`src/rtl/pipeline_ctrl.sv`:
```
// pipeline_ctrl: stall/flush controller for the 5-stage MIPS pipeline.
// Drives PC and pipeline-register enables/flushes, plus debug counters.
module pipeline_ctrl #(
    parameter int CNT_W = 32
) (
    input  logic             CLK,
    input  logic             RST,
    input  logic             ihit,
    input  logic             dhit,
    input  logic             mem_dREN,
    input  logic             mem_dWEN,
    input  logic [4:0]       id_rs,
    input  logic [4:0]       id_rt,
    input  logic             id_uses_rt,
    input  logic             ex_dREN,
    input  logic [4:0]       ex_wsel,
    input  logic             ex_redirect,
    input  logic             wb_halt,
    output logic             pc_en,
    output logic             ifid_en,
    output logic             idex_en,
    output logic             exmem_en,
    output logic             memwb_en,
    output logic             ifid_flush,
    output logic             idex_flush,
    output logic             exmem_flush,
    output logic             halted,
    output logic [CNT_W-1:0] stall_cnt,
    output logic [CNT_W-1:0] flush_cnt
);

    typedef enum logic [1:0] {
        RUN   = 2'd0,
        DWAIT = 2'd1,
        HALT  = 2'd2
    } state_t;

    state_t           r_state;
    state_t           w_next;
    logic             r_ihit_seen;
    logic             w_ihit_seen_nxt;
    logic [CNT_W-1:0] r_stall_cnt;
    logic [CNT_W-1:0] r_flush_cnt;

    logic w_dstall;
    logic w_lu;
    logic w_ih;
    logic w_stall_ev;
    logic w_flush_ev;

    logic w_pc_en;
    logic w_ifid_en;
    logic w_idex_en;
    logic w_exmem_en;
    logic w_memwb_en;
    logic w_ifid_flush;
    logic w_idex_flush;
    logic w_exmem_flush;

    assign w_dstall = (mem_dREN | mem_dWEN) & ~dhit;
    assign w_lu     = ex_dREN & (ex_wsel != 5'd0)
                    & ((ex_wsel == id_rs)
                       | (id_uses_rt & (ex_wsel == id_rt)));
    // A hit seen during a data stall stays valid: IF holds imemload while PC is frozen.
    assign w_ih     = ihit | r_ihit_seen;

    // Next-state, hazard resolution and raw enable/flush generation.
    always_comb begin
        w_next          = r_state;
        w_ihit_seen_nxt = r_ihit_seen;
        w_stall_ev      = 1'b0;
        w_flush_ev      = 1'b0;
        w_pc_en         = 1'b0;
        w_ifid_en       = 1'b0;
        w_idex_en       = 1'b0;
        w_exmem_en      = 1'b0;
        w_memwb_en      = 1'b0;
        w_ifid_flush    = 1'b0;
        w_idex_flush    = 1'b0;
        w_exmem_flush   = 1'b0;
        if (!RST && r_state != HALT) begin
            if (wb_halt) begin
                w_next = HALT;
            end else if (w_dstall) begin
                w_next          = DWAIT;
                w_stall_ev      = 1'b1;
                w_ihit_seen_nxt = r_ihit_seen | ihit;
            end else begin
                w_next          = RUN;
                w_ihit_seen_nxt = 1'b0;
                if (ex_redirect && w_ih) begin
                    w_pc_en      = 1'b1;
                    w_ifid_flush = 1'b1;
                    w_idex_flush = 1'b1;
                    w_exmem_en   = 1'b1;
                    w_memwb_en   = 1'b1;
                    w_flush_ev   = 1'b1;
                end else if (ex_redirect) begin
                    w_exmem_flush = 1'b1;
                    w_memwb_en    = 1'b1;
                    w_stall_ev    = 1'b1;
                end else if (w_lu || !w_ih) begin
                    w_idex_flush = 1'b1;
                    w_exmem_en   = 1'b1;
                    w_memwb_en   = 1'b1;
                    w_stall_ev   = 1'b1;
                end else begin
                    w_pc_en    = 1'b1;
                    w_ifid_en  = 1'b1;
                    w_idex_en  = 1'b1;
                    w_exmem_en = 1'b1;
                    w_memwb_en = 1'b1;
                end
            end
        end
    end

    // State and latched-ihit registers.
    always_ff @(posedge CLK) begin
        if (RST) begin
            r_state     <= RUN;
            r_ihit_seen <= 1'b0;
        end else begin
            r_state     <= w_next;
            r_ihit_seen <= w_ihit_seen_nxt;
        end
    end

    // Saturating stall and flush event counters.
    always_ff @(posedge CLK) begin
        if (RST) begin
            r_stall_cnt <= '0;
            r_flush_cnt <= '0;
        end else begin
            if (w_stall_ev && r_stall_cnt != {CNT_W{1'b1}})
                r_stall_cnt <= r_stall_cnt + 1'b1;
            if (w_flush_ev && r_flush_cnt != {CNT_W{1'b1}})
                r_flush_cnt <= r_flush_cnt + 1'b1;
        end
    end

    // A flushed register never also captures.
    assign pc_en       = w_pc_en;
    assign ifid_en     = w_ifid_en & ~w_ifid_flush;
    assign idex_en     = w_idex_en & ~w_idex_flush;
    assign exmem_en    = w_exmem_en & ~w_exmem_flush;
    assign memwb_en    = w_memwb_en;
    assign ifid_flush  = w_ifid_flush;
    assign idex_flush  = w_idex_flush;
    assign exmem_flush = w_exmem_flush;
    assign halted      = (r_state == HALT);
    assign stall_cnt   = r_stall_cnt;
    assign flush_cnt   = r_flush_cnt;

endmodule

```
`config.mk`:
```
export PLATFORM = sky130hd
export DESIGN_NAME = pipeline_ctrl
export DESIGN_NICKNAME = d
export VERILOG_FILES = /design/src/rtl/pipeline_ctrl.sv
export SDC_FILE = /design/constraint.sdc
export NUM_CORES = 1
export LEC_CHECK = 0
export CORE_UTILIZATION = 52
export CTS_CLUSTER_DIAMETER = 200
export CTS_CLUSTER_SIZE = 30
export DETAILED_ROUTE_END_ITERATION = 6
export HOLD_SLACK_MARGIN = 0.08
export PLACE_DENSITY = 0.85
export SLEW_MARGIN = 20
export SYNTH_ARGS = -nofsm -noshare
export SYNTH_HDL_FRONTEND = slang
export SYNTH_SLANG_ARGS = --single-unit
```
`constraint.sdc`:
```
create_clock -name CLK -period 4.4 [get_ports CLK]
set_clock_uncertainty 0.2 [all_clocks]
set_input_delay 0.44 -clock CLK [delete_from_list [all_inputs] [get_ports CLK]]
set_output_delay 0.44 -clock CLK [all_outputs]
set_load 0.005 [all_outputs]
```
==> impl_metrics.ini <==
[logic_synthesis]
netlist_instances = 432
synthFlopType = dfxtp_1
syn_avg_cell_area_um2 = 8.39
synthTopCellsByArea = dfxtp_1 (37%), xnor2_1 (8.2%), nor2_1 (4.8%)
synth_common_cells = dfxtp_1 (67), nor2_1 (46), nand2_1 (36), xnor2_1 (34), a21oi_1 (25)
synth_top_area_share_pct = 37.0
synth_top_area_cell = dfxtp_1
ys_warn_count = 0
syn-num-nets = 459
synth_edf_count = 0
netlist_area_um2 = 3630
ys_ff_latch = 67
synth_most_common_cell = dfxtp_1
async_flop_share_pct = 0
ys_seq_area_share_pct = 37.0
yosys.cell_types.count = 55

[global_route]
grt_pass1_vias = 3398
grt-busiest-layer = met2
grt_use_total_pct = 25.3
antenna_found_initial = 0
grt-ovfl-total = 0
grt_pass1_wl_um = 15200
grt_max_degree = 61
use_met2_pct = 43.5
gr-usage-met3_pct = 5.87
grtUsageMet1_pct = 31.0

[critical_path]
startpoint_type = primary input
cp.arrival_ns = 2.70
critPathRequiredTime_ns = 3.76
path_max_fanout = 5
worstSetupEndpointType = output port
crit_type = primary input to output port

[clocking]
clk_pin_slew_ns = 0.07
clock_sinks = 67
cts_tree = built
cts-hold-fix-buffers = 0
cts-root-buf = clkbuf_8
cts_setup_buffers = 0
clk_path_buf_depth = 2
cts_buffers = 9
clk_latency_ns = 0.33
htreeDepth = 3
cts.repair.resized = 0

[floorplan]
start_util_pct = 53.7
io_pins = 98
coreArea_um2 = 6760
die_h_um = 85.5
rows = 30
dieArea_um2 = 7310
fp.dieW_um = 85.5

[detailed_routing]
vias = 3671
wl_um = 9280
wl_per_cell_um = 15.3
ant_nets = 0
drt_pass1_iterations = 5
drc = 0
drt_iter0_drc = 175
vias_per_cell = 6.05

[timing]
rsz0062_at_grt = no
max-slew-margin-rel_pct = 26.5
hold_viol = 0
tns_ns = 0
finalCriticalPeriod_ns = 3.34
tightest_slew_ns = 1.09
fmax_mhz = 299
post-route-period-util_pct = 75.9
maxSlewViolCount = 0
finalSetupViolCount = 0

[placement]
hpwl_um = 6610
io_buffers = 97
place_congestion = 0.828

[layout]
fill_cells = 540
drive_above_1_share_pct = 6.45
final_nets = 550
area_growth_pct = 32.7
utilization_pct = 71.2
antenna_cells = 0

[power]
p_leak_uw = 0.00146
ir_drop_v = 0.000205
p_per_area_nw_per_um2 = 251

[min_path]
hp-class = flip-flop to flip-flop

[outcome]
status = finished clean

[flow_run]
cap_violations = 0
stage by stage:
step / std cells / hold slack (ns) / cell area (um^2) / setup slack [ns] / total power [uW]
5_1_grt: 607 / 0.323 / 4810 / 0.964 / 1250
4_1_cts: 607 / 0.297 / 4810 / 1.07 / 1210
2_1_floorplan: 432 / 0.264 / 3630 / 2.02 / 669
6_report: 607 / 0.294 / 4810 / 1.06 / 1210
3_3_place_gp: 592 / 0.276 / 4620 / 1.14 / 708
3_5_place_dp: 592 / 0.287 / 4620 / 1.07 / 711
logic make-up (layout without fill, tap and decap cells):
logic type | after synthesis | after routing | share of synthesized area [%]
AOI/OAI and AO/OA | 80 | 80 | 15.5
xor gates and xnor gates | 36 | 36 | 8.70
adders and majority gates | 2 | 2 | 0.690
buffers and inverters | 27 | 122 | 3.28
DFF | 67 | 67 | 37.0
muxes | 6 | 6 | 1.76
and+or+nand+nor | 214 | 214 | 33.1
cells in the final DEF (no fill, tap or decap), types with 2 or more instances in the layout:
cell type / instances
xor2_1: 2
nor2b_1: 6
o21a_1: 4
or4b_1: 2
nand4_1: 20
nand2_1: 36
and2_1: 8
nor3_1: 13
clkdlybuf4s50_1: 96
dfxtp_1: 67
nor4b_1: 3
a21oi_1: 25
o311ai_1: 3
o31ai_1: 11
and4_1: 7
or4_1: 13
nor3_2: 4
o2111ai_1: 2
xnor2_1: 34
nor2_1: 46
nand3_1: 18
and3_1: 5
clkbuf_8: 11
or3_1: 12
or2_2: 2
nor3b_1: 2
o41ai_1: 5
clkbuf_1: 2
o21ai_0: 13
mux2_1: 2
mux2i_1: 3
o31a_1: 4
buf_4: 2
a211oi_1: 2
nor4_1: 12
inv_1: 8
ha_1: 2
final timing paths:
check / endpoint / slack (ns) / startpoint / cells past startpoint
worst min-delay path: stall_cnt[4] / 0.29 / stall_cnt[4] / 2
worst max-delay path: pc_en / 1.06 / ex_wsel[4] / 8
worst min register to register: stall_cnt[4] / 0.29 / stall_cnt[4] / 2
worst max register to register: flush_cnt[4] / 1.77 / flush_cnt[20] / 6
state kept, by name, summed over array words and instances (netlist names):
signal       count
stall_cnt       32
r_ihit_seen      1
r_state          2
flush_cnt       32
critical path: stages:
cell	delay (ns)
clkdlybuf4s50_1	0.55
xnor2_1	0.15
nand3_1	0.12
o22ai_2	0.31
a31oi_1	0.19
and2_1	0.21
or2_2	0.27
clkdlybuf4s50_1	0.44
cell type report:
type,instances,area (um^2),share of cell area (%)
timing repair buffer,99,981,20.4
sequential,67,1340,27.9
tap,80,100,2.08
clock buffer,13,159,3.30
multi-input combinational,338,2170,45.0
clock inverter,2,35.0,0.728
inverter,8,30.0,0.624
layer usage:
metal | part of all wire (%) | vias to the layer above
li1 | - | 1786
met1 | 42 | 1725
met2 | 50 | 142
met3 | 5.7 | 18
met4 | 1.8 | 0
met5 | 0 | -
report_power, final:
part	switching, uW	internal, uW
logic	44.9	42.1
clock network	219	289
registers	2.08	609
Note: power is estimated with default switching activity, not from simulation.
